==> src/rtl/dlx_mem_arbiter.sv <==
// dlx_mem_arbiter
// Shares one single-ported unified memory between the DLX instruction-fetch
// port and the data (MEM-stage) port. Requests are serialised through a
// registered IDLE -> BUSY -> DONE handshake that tolerates any memory latency.
// Data requests normally win. A saturating streak counter bounds how many
// data grants in a row may be made while a fetch is waiting. The combinational
// stall output holds the core while either port is still waiting for its ack.

module dlx_mem_arbiter #(
    parameter int DATA_WIDTH      = 32,
    parameter int INST_ADDR_WIDTH = 20,
    parameter int DATA_ADDR_WIDTH = 32,
    parameter int MEM_ADDR_WIDTH  = 32,
    parameter int MAX_DATA_BURST  = 4
) (
    input  logic                       clk,
    input  logic                       rst_n,

    input  logic                       instr_rd_en,
    input  logic [INST_ADDR_WIDTH-1:0] instr_addr,
    output logic [DATA_WIDTH-1:0]      instr_rdata,
    output logic                       instr_ack,

    input  logic                       data_rd_en,
    input  logic                       data_wr_en,
    input  logic [DATA_ADDR_WIDTH-1:0] data_addr,
    input  logic [DATA_WIDTH-1:0]      data_write,
    output logic [DATA_WIDTH-1:0]      data_rdata,
    output logic                       data_ack,

    output logic                       stall,

    output logic                       mem_req,
    output logic                       mem_we,
    output logic [MEM_ADDR_WIDTH-1:0]  mem_addr,
    output logic [DATA_WIDTH-1:0]      mem_wdata,
    input  logic [DATA_WIDTH-1:0]      mem_rdata,
    input  logic                       mem_ack
);

    typedef enum logic [1:0] {
        IDLE = 2'd0,
        BUSY = 2'd1,
        DONE = 2'd2
    } state_t;

    localparam logic [3:0] BURST_LIMIT = 4'(MAX_DATA_BURST);
    localparam logic [3:0] STREAK_MAX  = 4'hF;

    state_t                      state_q, state_d;
    logic                        owner_data_q, owner_data_d;
    logic [3:0]                  streak_q, streak_d;

    logic                        mem_req_d;
    logic                        mem_we_d;
    logic [MEM_ADDR_WIDTH-1:0]   mem_addr_d;
    logic [DATA_WIDTH-1:0]       mem_wdata_d;
    logic                        instr_ack_d;
    logic                        data_ack_d;
    logic [DATA_WIDTH-1:0]       instr_rdata_d;
    logic [DATA_WIDTH-1:0]       data_rdata_d;

    logic [MEM_ADDR_WIDTH-1:0]   instr_addr_ext;
    logic [MEM_ADDR_WIDTH-1:0]   data_addr_ext;
    logic                        data_req;
    logic                        grant_instr;

    // Fit both requester addresses to the memory address width.
    // Narrower addresses are zero-extended; wider ones keep their low bits.
    generate
        if (MEM_ADDR_WIDTH > INST_ADDR_WIDTH) begin : g_instr_ext
            assign instr_addr_ext = {{(MEM_ADDR_WIDTH-INST_ADDR_WIDTH){1'b0}}, instr_addr};
        end else begin : g_instr_trunc
            assign instr_addr_ext = instr_addr[MEM_ADDR_WIDTH-1:0];
        end

        if (MEM_ADDR_WIDTH > DATA_ADDR_WIDTH) begin : g_data_ext
            assign data_addr_ext = {{(MEM_ADDR_WIDTH-DATA_ADDR_WIDTH){1'b0}}, data_addr};
        end else begin : g_data_trunc
            assign data_addr_ext = data_addr[MEM_ADDR_WIDTH-1:0];
        end
    endgenerate

    // A store wins over a load on the data port, so any enable is a data request.
    // The fetch only wins when data is idle or has used up its burst allowance.
    assign data_req    = data_rd_en | data_wr_en;
    assign grant_instr = instr_rd_en & (~data_req | (streak_q == BURST_LIMIT));

    // The stall drops in the same cycle as the matching ack, before the requester updates.
    assign stall = (instr_rd_en & ~instr_ack) | (data_req & ~data_ack);

    // Next-state and next-register values. The mem_* bus holds its value
    // unless a grant or completion changes it. The acks default low so each
    // one is a single-cycle pulse.
    always_comb begin
        state_d       = state_q;
        owner_data_d  = owner_data_q;
        streak_d      = streak_q;
        mem_req_d     = mem_req;
        mem_we_d      = mem_we;
        mem_addr_d    = mem_addr;
        mem_wdata_d   = mem_wdata;
        instr_ack_d   = 1'b0;
        data_ack_d    = 1'b0;
        instr_rdata_d = instr_rdata;
        data_rdata_d  = data_rdata;

        unique case (state_q)
            IDLE: begin
                if (instr_rd_en | data_req) begin
                    state_d   = BUSY;
                    mem_req_d = 1'b1;
                    if (grant_instr) begin
                        owner_data_d = 1'b0;
                        mem_we_d     = 1'b0;
                        mem_addr_d   = instr_addr_ext;
                        mem_wdata_d  = '0;
                        streak_d     = '0;
                    end else begin
                        owner_data_d = 1'b1;
                        mem_we_d     = data_wr_en;
                        mem_addr_d   = data_addr_ext;
                        mem_wdata_d  = data_write;
                        if (instr_rd_en) begin
                            streak_d = (streak_q == STREAK_MAX) ? streak_q : streak_q + 4'd1;
                        end else begin
                            streak_d = '0;
                        end
                    end
                end
            end

            BUSY: begin
                if (mem_ack) begin
                    state_d   = DONE;
                    mem_req_d = 1'b0;
                    mem_we_d  = 1'b0;
                    if (owner_data_q) begin
                        data_ack_d = 1'b1;
                        if (!mem_we) begin
                            data_rdata_d = mem_rdata;
                        end
                    end else begin
                        instr_ack_d   = 1'b1;
                        instr_rdata_d = mem_rdata;
                    end
                end
            end

            DONE: begin
                state_d = IDLE;
            end

            default: begin
                state_d = IDLE;
            end
        endcase
    end

    // State and output registers. An asynchronous reset clears everything
    // at once, and an interrupted memory cycle is simply dropped.
    always_ff @(posedge clk or negedge rst_n) begin
        if (!rst_n) begin
            state_q      <= IDLE;
            owner_data_q <= 1'b0;
            streak_q     <= '0;
            mem_req      <= 1'b0;
            mem_we       <= 1'b0;
            mem_addr     <= '0;
            mem_wdata    <= '0;
            instr_ack    <= 1'b0;
            data_ack     <= 1'b0;
            instr_rdata  <= '0;
            data_rdata   <= '0;
        end else begin
            state_q      <= state_d;
            owner_data_q <= owner_data_d;
            streak_q     <= streak_d;
            mem_req      <= mem_req_d;
            mem_we       <= mem_we_d;
            mem_addr     <= mem_addr_d;
            mem_wdata    <= mem_wdata_d;
            instr_ack    <= instr_ack_d;
            data_ack     <= data_ack_d;
            instr_rdata  <= instr_rdata_d;
            data_rdata   <= data_rdata_d;
        end
    end

endmodule

==> config.mk <==
export PLATFORM = sky130hd
export DESIGN_NAME = dlx_mem_arbiter
export DESIGN_NICKNAME = d
export VERILOG_FILES = /design/src/rtl/dlx_mem_arbiter.sv
export SDC_FILE = /design/constraint.sdc
export NUM_CORES = 1
export LEC_CHECK = 0
export ABC_AREA = 1
export CAP_MARGIN = 10
export CORE_MARGIN = 2
export CORE_UTILIZATION = 38
export CTS_CLUSTER_DIAMETER = 50
export DETAILED_ROUTE_END_ITERATION = 8
export HOLD_SLACK_MARGIN = 0.06
export PLACE_DENSITY_LB_ADDON = 0.1
export SKIP_CTS_REPAIR_TIMING = 1
export SLEW_MARGIN = 20
export SYNTH_ARGS = -nofsm -noshare
export SYNTH_HDL_FRONTEND = slang
export SYNTH_SLANG_ARGS = --single-unit
==> constraint.sdc <==
create_clock -name clk -period 1.6 [get_ports clk]
set_clock_uncertainty 0.05 [all_clocks]
set_input_delay 0.16 -clock clk [delete_from_list [all_inputs] [get_ports clk]]
set_output_delay 0.16 -clock clk [all_outputs]
set_load 0.1 [all_outputs]
==> metrics.md <==
| Metric | Value |
|---|---|
| Final Max Tran Viols | 0 |
| Share of cells above drive strength 1 | 21.3% |
| Core Area | 0.0151 sq mm |
| Avg Inst Size Synth | 8.54 sq um |
| Syn Std Cell Area | 0.00581 sq mm |
| Setup violators final | 0 |
| Final #Nets | 1071 |
| GRT Total Usage | 22.7% |
| Worst path slowest cell | dfrtp_1 |
| Hold Fails Final Rpt | 0 |
| Post-Synthesis Cells | 680 |
| Residual DRC | 0 |
| Row count | 45 |
| Ranking of synthesized cells by area | dfrtp_1, nand2_1, nand3_1, inv_1, o21ai_0 |
| Routed WL per cell | 16.1 um |
| GPL Wtd Cong | 0.789 |
| Most used DFF post-synth | dfrtp_1 |
| Via density | 4.79 |
| Final HPWL DP | 12.9 mm |
| DR iter-0 viols | 281 |
| H-Tree Depth | 4 |
| First-pass GRT wire length | 28.9 mm |
| Layout area overhead | 86.0% |
| CP most frequent cell | buf_12 |
| Yosys reg bits | 139 |
| Synth warnings | 0 |
| Area of the die | 0.0163 sq mm |
| Critical path type | flip-flop to flip-flop |
| Most frequent cell after synthesis | nand2_1 |
| Final period util | 98.0% |
| CP Max Fanout | 8 |
| Routed WL | 18.5 mm |
| Clock root cell | clkbuf_16 |
| Status | completed |
| Worst Max-Slew Pin Slew | 0.433 ns |
| Slew HR | 71.1% |
| Initial antenna violation count | 0 |
| CTS tree | done |
| Worst Hold Class | primary input to async pin |
| Die height | 128 um |
| Slowest stage delay, CP | 0.40 ns |
| Starting Density | 38.5% |
| Tmin final | 1.57 ns |
| Post-route insts no fill | 1145 |
| Post-synth EDFFs | 0 |
| Sequential area share after synthesis | 59.9% |
| Max_cap viols | 0 |
| Number of global-route vias before repair | 5750 |
| Placed insts | 1110 |
| CP Cell Sequence | inv_1, ha_2, nand3_4, nand2_4, nand2_8, buf_12, buf_12, nand3_1, nand2_1 |
| Die width | 128 um |
| Clock-pin slew on the worst setup and hold paths | 0.06 ns |
| Fmax | 638 MHz |
| Worst Setup Start Kind | flip-flop |
| TritonRoute pass-1 iters | 5 |
| Largest net degree at the start of global routing | 65 |
| Syn_nets | 804 |
| Routed vias | 5489 |
| Worst EP arrival | 1.81 ns |
| Worst skew pair latency | 0.41 ns |
| Number of buffers created by CTS | 17 |
| Synth top area share | 59.9% |
| Count of clock tree sinks | 139 |
| GR Overflow Total | 0 |
| Share of flip-flops with an asynchronous set or reset | 100% |
| Port-buffer cells | 254 |
| Clk buf depth | 2 |
| Post-synth top cells | nand2_1, dfrtp_1, nand3_1 |
| I/O pin total | 255 |
| # diodes | 0 |
| Crit. End Element | flip-flop |
| Synth unique cells | 18 |
| Final ANT Viol Nets | 0 |
| CP required | 1.84 ns |
| Area leader, netlist | dfrtp_1 |
## routing by layer
| metal | vias to the layer above | track usage [%] | wire [um] |
|---|---|---|---|
| met5 | - | 0 | 0 |
| met2 | 201 | 38.8 | 9550 |
| met4 | 0 | 8.27 | 391 |
| li1 | 2635 | - | - |
| met1 | 2625 | 26.1 | 7110 |
| met3 | 28 | 8.25 | 1430 |
## sequential cells by signal, indices dropped and copies added, names as in the netlist
name / flops
mem_we: 1
instr_rdata: 32
data_rdata: 32
mem_req: 1
mem_addr: 32
state_q: 2
owner_data_q: 1
streak_q: 4
data_ack: 1
instr_ack: 1
mem_wdata: 32
## cells in the final DEF (no fill, tap or decap), types with 15 or more instances in the layout
cell type,instances
nand2_1,294
buf_12,143
dfrtp_1,138
clkdlybuf4s50_1,120
nand3_1,67
inv_1,64
o21ai_0,33
nand3b_1,20
clkbuf_16,20
buf_4,15
## critical path: cells and delay by family, from the launching register on
kind,cells,cell delay [ns]
adder cells (fa/ha/maj),1,0.21
AND/OR/NAND/NOR,5,0.41
flip-flops,1,0.40
buffers and inverters,3,0.37
## per-stage QoR
stage | setup TNS, ns | setup slack (ns) | util [%] | cell area (sq um) | hold slack, ns
6_report | 0 | 0.0328 | 71.6 | 10800 | 0.205
5_1_grt | -0.415 | -0.0384 | 71.6 | 10800 | 0.212
4_1_cts | -0.117 | -0.0226 | 70.6 | 10700 | -0.386
3_5_place_dp | -1.89 | -0.0805 | 66.8 | 10100 | 0.0611
3_3_place_gp | -0.0293 | -0.0166 | 66.8 | 10100 | 0.0596
2_1_floorplan | -0.0942 | -0.0942 | - | 5820 | -0.186
## cell families after synthesis
logic type	share of synthesized area, %
compound gates	3.40
xor+xnor	0.151
flops	59.9
simple gates	28.9
buf+inv	7.26
fa+ha+maj	0.431
## cell type report
cell class,instances,area (sq um)
timing repair buffer,285,4300
fill,1076,4280
sequential,139,3480
multi-input combinational,437,1970
clock buffer,21,450
inverter,67,251
tap,188,235
clock inverter,8,121
## final timing paths
kind                                                from                        end  slack, ns  depth (start not counted)
worst min-delay path                               rst_n   mem_addr[19]$_DFFE_PN0P_       0.20                          2
min in group clk                          data_write[10]  mem_wdata[10]$_DFFE_PN0P_       0.26                          3
worst max-delay path             streak_q[1]$_DFFE_PN0P_   mem_wdata[4]$_DFFE_PN0P_       0.03                          9
max in group asynchronous                          rst_n   mem_addr[11]$_DFFE_PN0P_       0.70                          3
worst min register to register  mem_addr[23]$_DFFE_PN0P_   mem_addr[23]$_DFFE_PN0P_       0.49                          2
worst max register to register   streak_q[1]$_DFFE_PN0P_   mem_wdata[4]$_DFFE_PN0P_       0.03                          9
Power is left out: the tool's default activity adds up to more than one toggle a clock period on the data nets, which glitch-free logic cannot reach.
